==> config.mk <==
export PLATFORM = sky130hd
export DESIGN_NAME = spram_access_arbiter
export DESIGN_NICKNAME = d
export VERILOG_FILES = /design/src/rtl/spram_access_arbiter.sv
export SDC_FILE = /design/constraint.sdc
export NUM_CORES = 1
export LEC_CHECK = 0
export CORE_MARGIN = 3
export CORE_UTILIZATION = 46
export DETAILED_ROUTE_END_ITERATION = 10
export GPL_ROUTABILITY_DRIVEN = 0
export GPL_TIMING_DRIVEN = 0
export HOLD_SLACK_MARGIN = 0.1
export PLACE_DENSITY = 0.86
export SKIP_LAST_GASP = 1
export SLEW_MARGIN = 30
export SYNTH_ARGS = -nofsm -noshare
export SYNTH_HDL_FRONTEND = slang
export SYNTH_SLANG_ARGS = --single-unit
==> constraint.sdc <==
create_clock -name clk -period 5.4 [get_ports clk]
set_input_delay 1.08 -clock clk [delete_from_list [all_inputs] [get_ports clk]]
set_output_delay 1.08 -clock clk [all_outputs]
set_load 0.05 [all_outputs]
==> src/rtl/spram_access_arbiter.sv <==
// spram_access_arbiter: round-robin arbiter serializing write and read requests onto a single-port RAM with a 4-entry read response FIFO
module spram_access_arbiter #(
    parameter int ADDR_WIDTH = 14,
    parameter int DATA_WIDTH = 16,
    parameter int MASK_WIDTH = 4
) (
    input  logic                  clk,
    input  logic                  reset,
    input  logic                  s_wr_valid,
    output logic                  s_wr_ready,
    input  logic [ADDR_WIDTH-1:0] s_wr_addr,
    input  logic [DATA_WIDTH-1:0] s_wr_data,
    input  logic [MASK_WIDTH-1:0] s_wr_mask,
    input  logic                  s_rd_valid,
    output logic                  s_rd_ready,
    input  logic [ADDR_WIDTH-1:0] s_rd_addr,
    output logic                  m_rd_valid,
    input  logic                  m_rd_ready,
    output logic [DATA_WIDTH-1:0] m_rd_data,
    output logic [DATA_WIDTH-1:0] ram_writeData,
    output logic                  ram_writeCs,
    output logic                  ram_write,
    output logic [ADDR_WIDTH-1:0] ram_writeAddr,
    output logic [MASK_WIDTH-1:0] ram_writeMask,
    output logic                  ram_readCs,
    output logic [ADDR_WIDTH-1:0] ram_readAddr,
    input  logic [DATA_WIDTH-1:0] ram_readData
);
    typedef enum logic {WR, RD} grant_t;
    grant_t last_grant, last_nxt;
    logic inflight;
    logic [DATA_WIDTH-1:0] fifo [4];
    logic [1:0] wr_ptr, rd_ptr;
    logic [2:0] count;
    logic rd_allowed, wr_ok, rd_ok, grant_wr, grant_rd, pop;
    // Read admission counts the read already on the RAM port so a full FIFO can never be overrun
    always_comb begin
        rd_allowed = ({1'b0, count} + {3'b000, inflight}) < 4'd4;
        wr_ok      = s_wr_valid & ~reset;
        rd_ok      = s_rd_valid & rd_allowed & ~reset;
        grant_wr   = wr_ok & (~rd_ok | (last_grant == RD));
        grant_rd   = rd_ok & (~wr_ok | (last_grant == WR));
        last_nxt   = grant_wr ? WR : grant_rd ? RD : last_grant;
    end
    assign s_wr_ready    = grant_wr;
    assign s_rd_ready    = grant_rd;
    assign ram_write     = grant_wr;
    assign ram_writeCs   = grant_wr;
    assign ram_readCs    = grant_rd;
    assign ram_writeAddr = s_wr_addr;
    assign ram_writeData = s_wr_data;
    assign ram_writeMask = s_wr_mask;
    assign ram_readAddr  = s_rd_addr;
    assign m_rd_valid    = (count != 3'd0) & ~reset;
    assign m_rd_data     = fifo[rd_ptr];
    assign pop           = m_rd_valid & m_rd_ready;
    always_ff @(posedge clk) begin
        if (reset) begin
            last_grant <= RD;
            inflight   <= 1'b0;
            count      <= 3'd0;
            wr_ptr     <= 2'd0;
            rd_ptr     <= 2'd0;
        end else begin
            last_grant <= last_nxt;
            inflight   <= grant_rd;
            if (inflight) begin
                fifo[wr_ptr] <= ram_readData;
                wr_ptr       <= wr_ptr + 2'd1;
            end
            if (pop) rd_ptr <= rd_ptr + 2'd1;
            count <= count + {2'b00, inflight} - {2'b00, pop};
        end
    end
endmodule

==> reports/results.ini <==
[run_status]
outcome=completed

[synthesis]
synth_fp_nets=272
ys_seq_area_share_pct=64.9
synth.distinct_cells=27
synthCells=195
ys_ff_latch=75
syn_area_mm2=0.00330
synth_warnings=0
synth_area_per_cell_um2=16.9

[timing]
hold_viol_final=0
slew_viol_final=0
hold_ws_ns=0.496
tightest_slew_ns=0.832
post-route-min-period_ns=4.23
fin_skew_ns=0.00670
setup_viol=0
max_freq_ghz=0.237
finalCritPeriodShare_pct=78.2
fin_setup_tns_ns=0
fin_ws_ns=1.17
rsz0062_at_grt=no
maxSlewHeadroom_pct=44.5

[placement]
dpl-instance-area_mm2=0.00432
portBuffers=90
place_ws_ns=1.18
dpl.cell_count=381
hpwl_mm=4.57

[die]
die-area_mm2=0.00822
io_pins=139
die_x_um=90.7
core_mm2=0.00687
start_util_pct=48.0
fp-row-count=30
die_h_um=90.7

[grt]
antenna_found_initial=0
grt_pass1_wl_mm=9.44
grt_use_total_pct=15.2
grt.overflow.total=0
first_global_vias=1926
grt_start_max_net_pins=17

[detailed_routing]
avgRoutedWirePerCell_um=15.4
antenna_left=0
via_per_inst=4.64
firstDrtPassIters=4
routed-via-count=1844
finalWirelength_mm=6.12
drtIter0Drc=57
drc=0

[setup_path]
cp-startpoint=reset
critPathMaxFanout=10
critPathRequiredTime_ns=4.32
startpoint_type=input pin
crit_type=in2out
reg2reg_from=count[1]$_SDFF_PP0_
critPathArrivalTime_ns=3.15
end_kind=primary output

[worst_hold_path]
min_from=rd_ptr[1]$_SDFFE_PP0P_
hold_class=reg2reg

[final_layout]
multi_input_area_um2=703
final_area_mm2=0.00453
fin_cells=397
antenna_cells=0
drive_gt1_share_pct=29.9
area_growth_pct=37.2
regArea_mm2=0.00214
utilization_pct=65.9
fin_nets=373
num-fill-cells=491

[clocking]
cts_root_buffer=clkbuf_8
path_clk_slew_ns=0.07
cts_tree=done
cts_sinks=75
clock_latency_ns=0.34
cts_buffers=9
holdBufCountCts=0
ctsResizeCount=0
postCtsSetupBuffers=0
clockBufferDepth=2
cts.htree.levels=3

[power_and_ir_drop]
ir_worst_vdd_mv=0.163
leakage_nw=1.63
powerDensity_mw_per_mm2=353
total_power_mw=1.60

[run]
maxCapViolCount=0

[cell families (layout without fill, tap and decap cells)]
kind of cell	count (synthesis)	in the layout	share of synthesized area, %
flops	75	75	64.9
buf+inv	64	170	13.7
mux	19	19	11.8
simple gates	19	19	3.30
fa+ha+maj	8	8	3.26
compound gates	8	8	2.39
xor+xnor	2	2	0.531
[power breakdown]
group / internal (mW) / switching, mW
combinational: 0.205 / 0.282
sequential: 0.649 / 0.0165
clock: 0.254 / 0.189
total: 1.11 / 0.488
[critical path, cell delays in order]
cell	delay, ns
clkdlybuf4s50_1	0.49
buf_4	0.22
a2111oi_2	0.38
buf_4	0.18
clkdlybuf4s50_1	0.79
[sequential cells by signal (all words and copies together), names as in the netlist, named ones only]
register,count
last_grant,1
rd_ptr,2
count,3
inflight,1
fifo,64
wr_ptr,2
[per-layer routing]
metal  vias up  wire, um  global-route usage, %
met5         -         0                      0
met4         0        74                   5.74
met3         5       475                   5.67
met2        95      3250                   27.0
met1       867      2320                   16.3
li1        877         -                      -
[path summary, 6_finish.rpt]
path | slack [ns] | endpoint | depth (start not counted)
worst max-delay path | 1.17 | s_rd_ready | 5
worst min-delay path | 0.50 | rd_ptr[1]$_SDFFE_PP0P_ | 2
worst max register to register | 3.26 | count[2]$_SDFF_PP0_ | 9
worst min register to register | 0.50 | rd_ptr[1]$_SDFFE_PP0P_ | 2
[cells in the final DEF (no fill, tap or decap), drive strengths merged, types with 3 or more instances in the layout]
| cell | netlist | final |
|---|---|---|
| edfxtp | 64 | 64 |
| inv | 8 | 8 |
| mux4 | 16 | 16 |
| clkinv | 0 | 5 |
| nor2 | 5 | 5 |
| clkbuf | 1 | 10 |
| dfxtp | 11 | 11 |
| mux2i | 3 | 3 |
| clkdlybuf4s50 | 0 | 90 |
| buf | 55 | 55 |
| and2 | 4 | 4 |
| ha | 7 | 7 |
[cells in the mapped netlist]
cell	count	area (um2)
o311a_1	1	10.0
and2_1	4	25.0
buf_6	2	22.5
clkbuf_2	1	5.00
inv_1	8	30.0
mux2i_1	3	30.0
nor2_1	5	18.8
nor3b_2	1	12.5
dfxtp_1	11	220
nor2b_1	2	12.5
nor3_1	2	10.0
a21oi_1	2	10.0
o31ai_1	1	7.51
and4_1	1	8.76
xnor2_1	2	17.5
a211oi_2	1	12.5
o311ai_0	1	8.76
edfxtp_1	64	1920
a2111oi_2	2	30.0
buf_2	1	5.00
ha_1	7	87.6
or4_1	1	7.51
mux4_2	16	360
nand2_1	2	7.51
fa_1	1	20.0
nand2b_1	1	6.26
buf_4	52	390
[final cells by class]
class,instances,area share (%)
Clock inverter,7,1.82
Tap cell,96,2.65
Timing Repair Buffer,90,19.9
Multi-Input combinational cell,56,15.5
Inverter,8,0.664
Buffer,56,9.34
Sequential cell,75,47.3
Clock buffer,9,2.74
(Power assumes the default switching activity.)
==> RTL change: new RTL, config.mk and constraints unchanged <==
Set the parameter `ADDR_WIDTH` to 13 (it was 14).
--- a/src/rtl/spram_access_arbiter.sv
+++ b/src/rtl/spram_access_arbiter.sv
@@ -1,6 +1,6 @@
 // spram_access_arbiter: round-robin arbiter serializing write and read requests onto a single-port RAM with a 4-entry read response FIFO
 module spram_access_arbiter #(
-    parameter int ADDR_WIDTH = 14,
+    parameter int ADDR_WIDTH = 13,
     parameter int DATA_WIDTH = 16,
     parameter int MASK_WIDTH = 4
 ) (
Interface: changed (resized ram_readAddr, ram_writeAddr, s_rd_addr and s_wr_addr); port bits go from 139 to 135. No check against the original RTL was run, so the function may have changed too.
==> RTL change against the unedited design <==
  * Total power decreased by 6.3%
  * Design area decreased by 1.9%
  * Routed wire length up 4.3%
  * Synthesized area shrank 0.46%
  * Clock power decreased by 22%
  * Worst setup slack better by 0.028 ns
  * Highest routed layer unchanged
  * Sequential cell count unchanged
  * Critical path type unchanged
==> RTL change: results (changes against the unedited design) <==
Clock network
  – Longest Clk Path Bufs: 2 (unchanged)
  – PostCTS Resize Cnt: 0 (unchanged)

Timing
  – Clk_skew: 0.00496 ns (-0.00175 ns)
  – Rel. slew slack: 43.9% (-0.64 points)

Route
  – DRT met1 WL: 2280 um (-1.7%)
  – Met2 wire len: 3550 um (+9.1%)
  – Vias: 1863 (+1.0%)
  – Vias/cell: 4.75 (+2.3%)
  – Met3 Wirelength: 454 um (-4.4%)
  – DR iter-0 viols: 61 (+7.0%)

Place
  – Hpwl dp: 4860 um (+6.4%)
  – Port Buffers: 88 (-2.2%)
  – Area post-placement: 0.00428 mm2 (-0.81%)

Yosys
  – Fraction of the yosys area taken by sequential cells: 65.2% (+0.30 points)
  – Syn Nets: 268 (-1.5%)
  – Post-synth top cells: edfxtp_1 (64), buf_4 (50), mux4_2 (16), dfxtp_1 (11), inv_1 (8)
  – Largest cells by area after synthesis: edfxtp_1 (59%), buf_4 (11%), mux4_2 (11%), dfxtp_1 (6.7%), ha_1 (2.7%)

Pwr
  – VDD IR max: 0.157 mV (-3.5%)

Setup path
  – Critical Path AT: 3.12 ns (-0.03 ns)

Run status
  – Status: finished, final reports clean

Global route
  – First-pass GRT wire length: 9920 um (+5.0%)
  – Vias in the first global route: 2095 (+8.8%)

Cells and area
  – Layout cells sized above 1: 29.4% (-0.51 points)
  – Fill cells: 501 (+2.0%)
  – Nets: 367 (-1.6%)
==> RTL change: power groups by stage <==
stage | logic (mW) | registers (mW) | clock network [mW]
2_1_floorplan | 0.353 | 0.674 | 0
3_5_place_dp | 0.490 | 0.678 | 0
3_3_place_gp | 0.483 | 0.677 | 0
6_report | 0.484 | 0.665 | 0.346
5_1_grt | 0.509 | 0.669 | 0.379
4_1_cts | 0.491 | 0.666 | 0.355
==> RTL change: layout make-up <==
type	count	area (um2)	area share, %
clock inverter	6	33.8	0.761
clock buffer	9	124	2.79
sequential	75	2140	48.2
timing repair buffer	88	881	19.8
multi-input combinational	56	703	15.8
buffer	54	408	9.18
tap	96	120	2.70
inverter	8	30.0	0.676
==> RTL change: kinds of logic after synthesis <==
group,Yosys count,synth area share (%)
AOI/OAI and AO/OA,8,2.40
muxes,19,11.9
DFF,75,65.2
xor gates and xnor gates,2,0.534
and+or+nand+nor,19,3.32
buffers and inverters,62,13.3
adders and majority gates,8,3.28
==> RTL change: worst paths after layout <==
| kind | from | to | slack (ns) | depth (start not counted) |
|---|---|---|---|---|
| worst min register to register | rd_ptr[1] | rd_ptr[1] | 0.50 | 2 |
| worst max-delay path | reset | s_rd_ready | 1.20 | 5 |
| worst max register to register | count[1] | count[2] | 3.24 | 9 |
| worst min-delay path | rd_ptr[1] | rd_ptr[1] | 0.50 | 2 |
==> RTL change: worst min-delay path, cell delays in order (launching register included) <==
cell,delay [ns]
dfxtp_1,0.31
o31ai_1,0.06
a21oi_1,0.07
==> RTL change: per-stage QoR <==
step	util, %	setup WS, ns	power (mW)
2_1_floorplan	-	1.61	1.03
3_3_place_gp	62.4	1.15	1.16
3_5_place_dp	62.4	1.18	1.17
4_1_cts	64.7	1.17	1.51
5_1_grt	64.7	1.12	1.56
6_report	64.7	1.20	1.50
==> RTL change: per-layer routing <==
layer	up-vias	track usage (%)
li1	868	-
met1	901	15.2
met2	88	30.3
met3	6	4.75
met4	0	8.80
met5	-	0
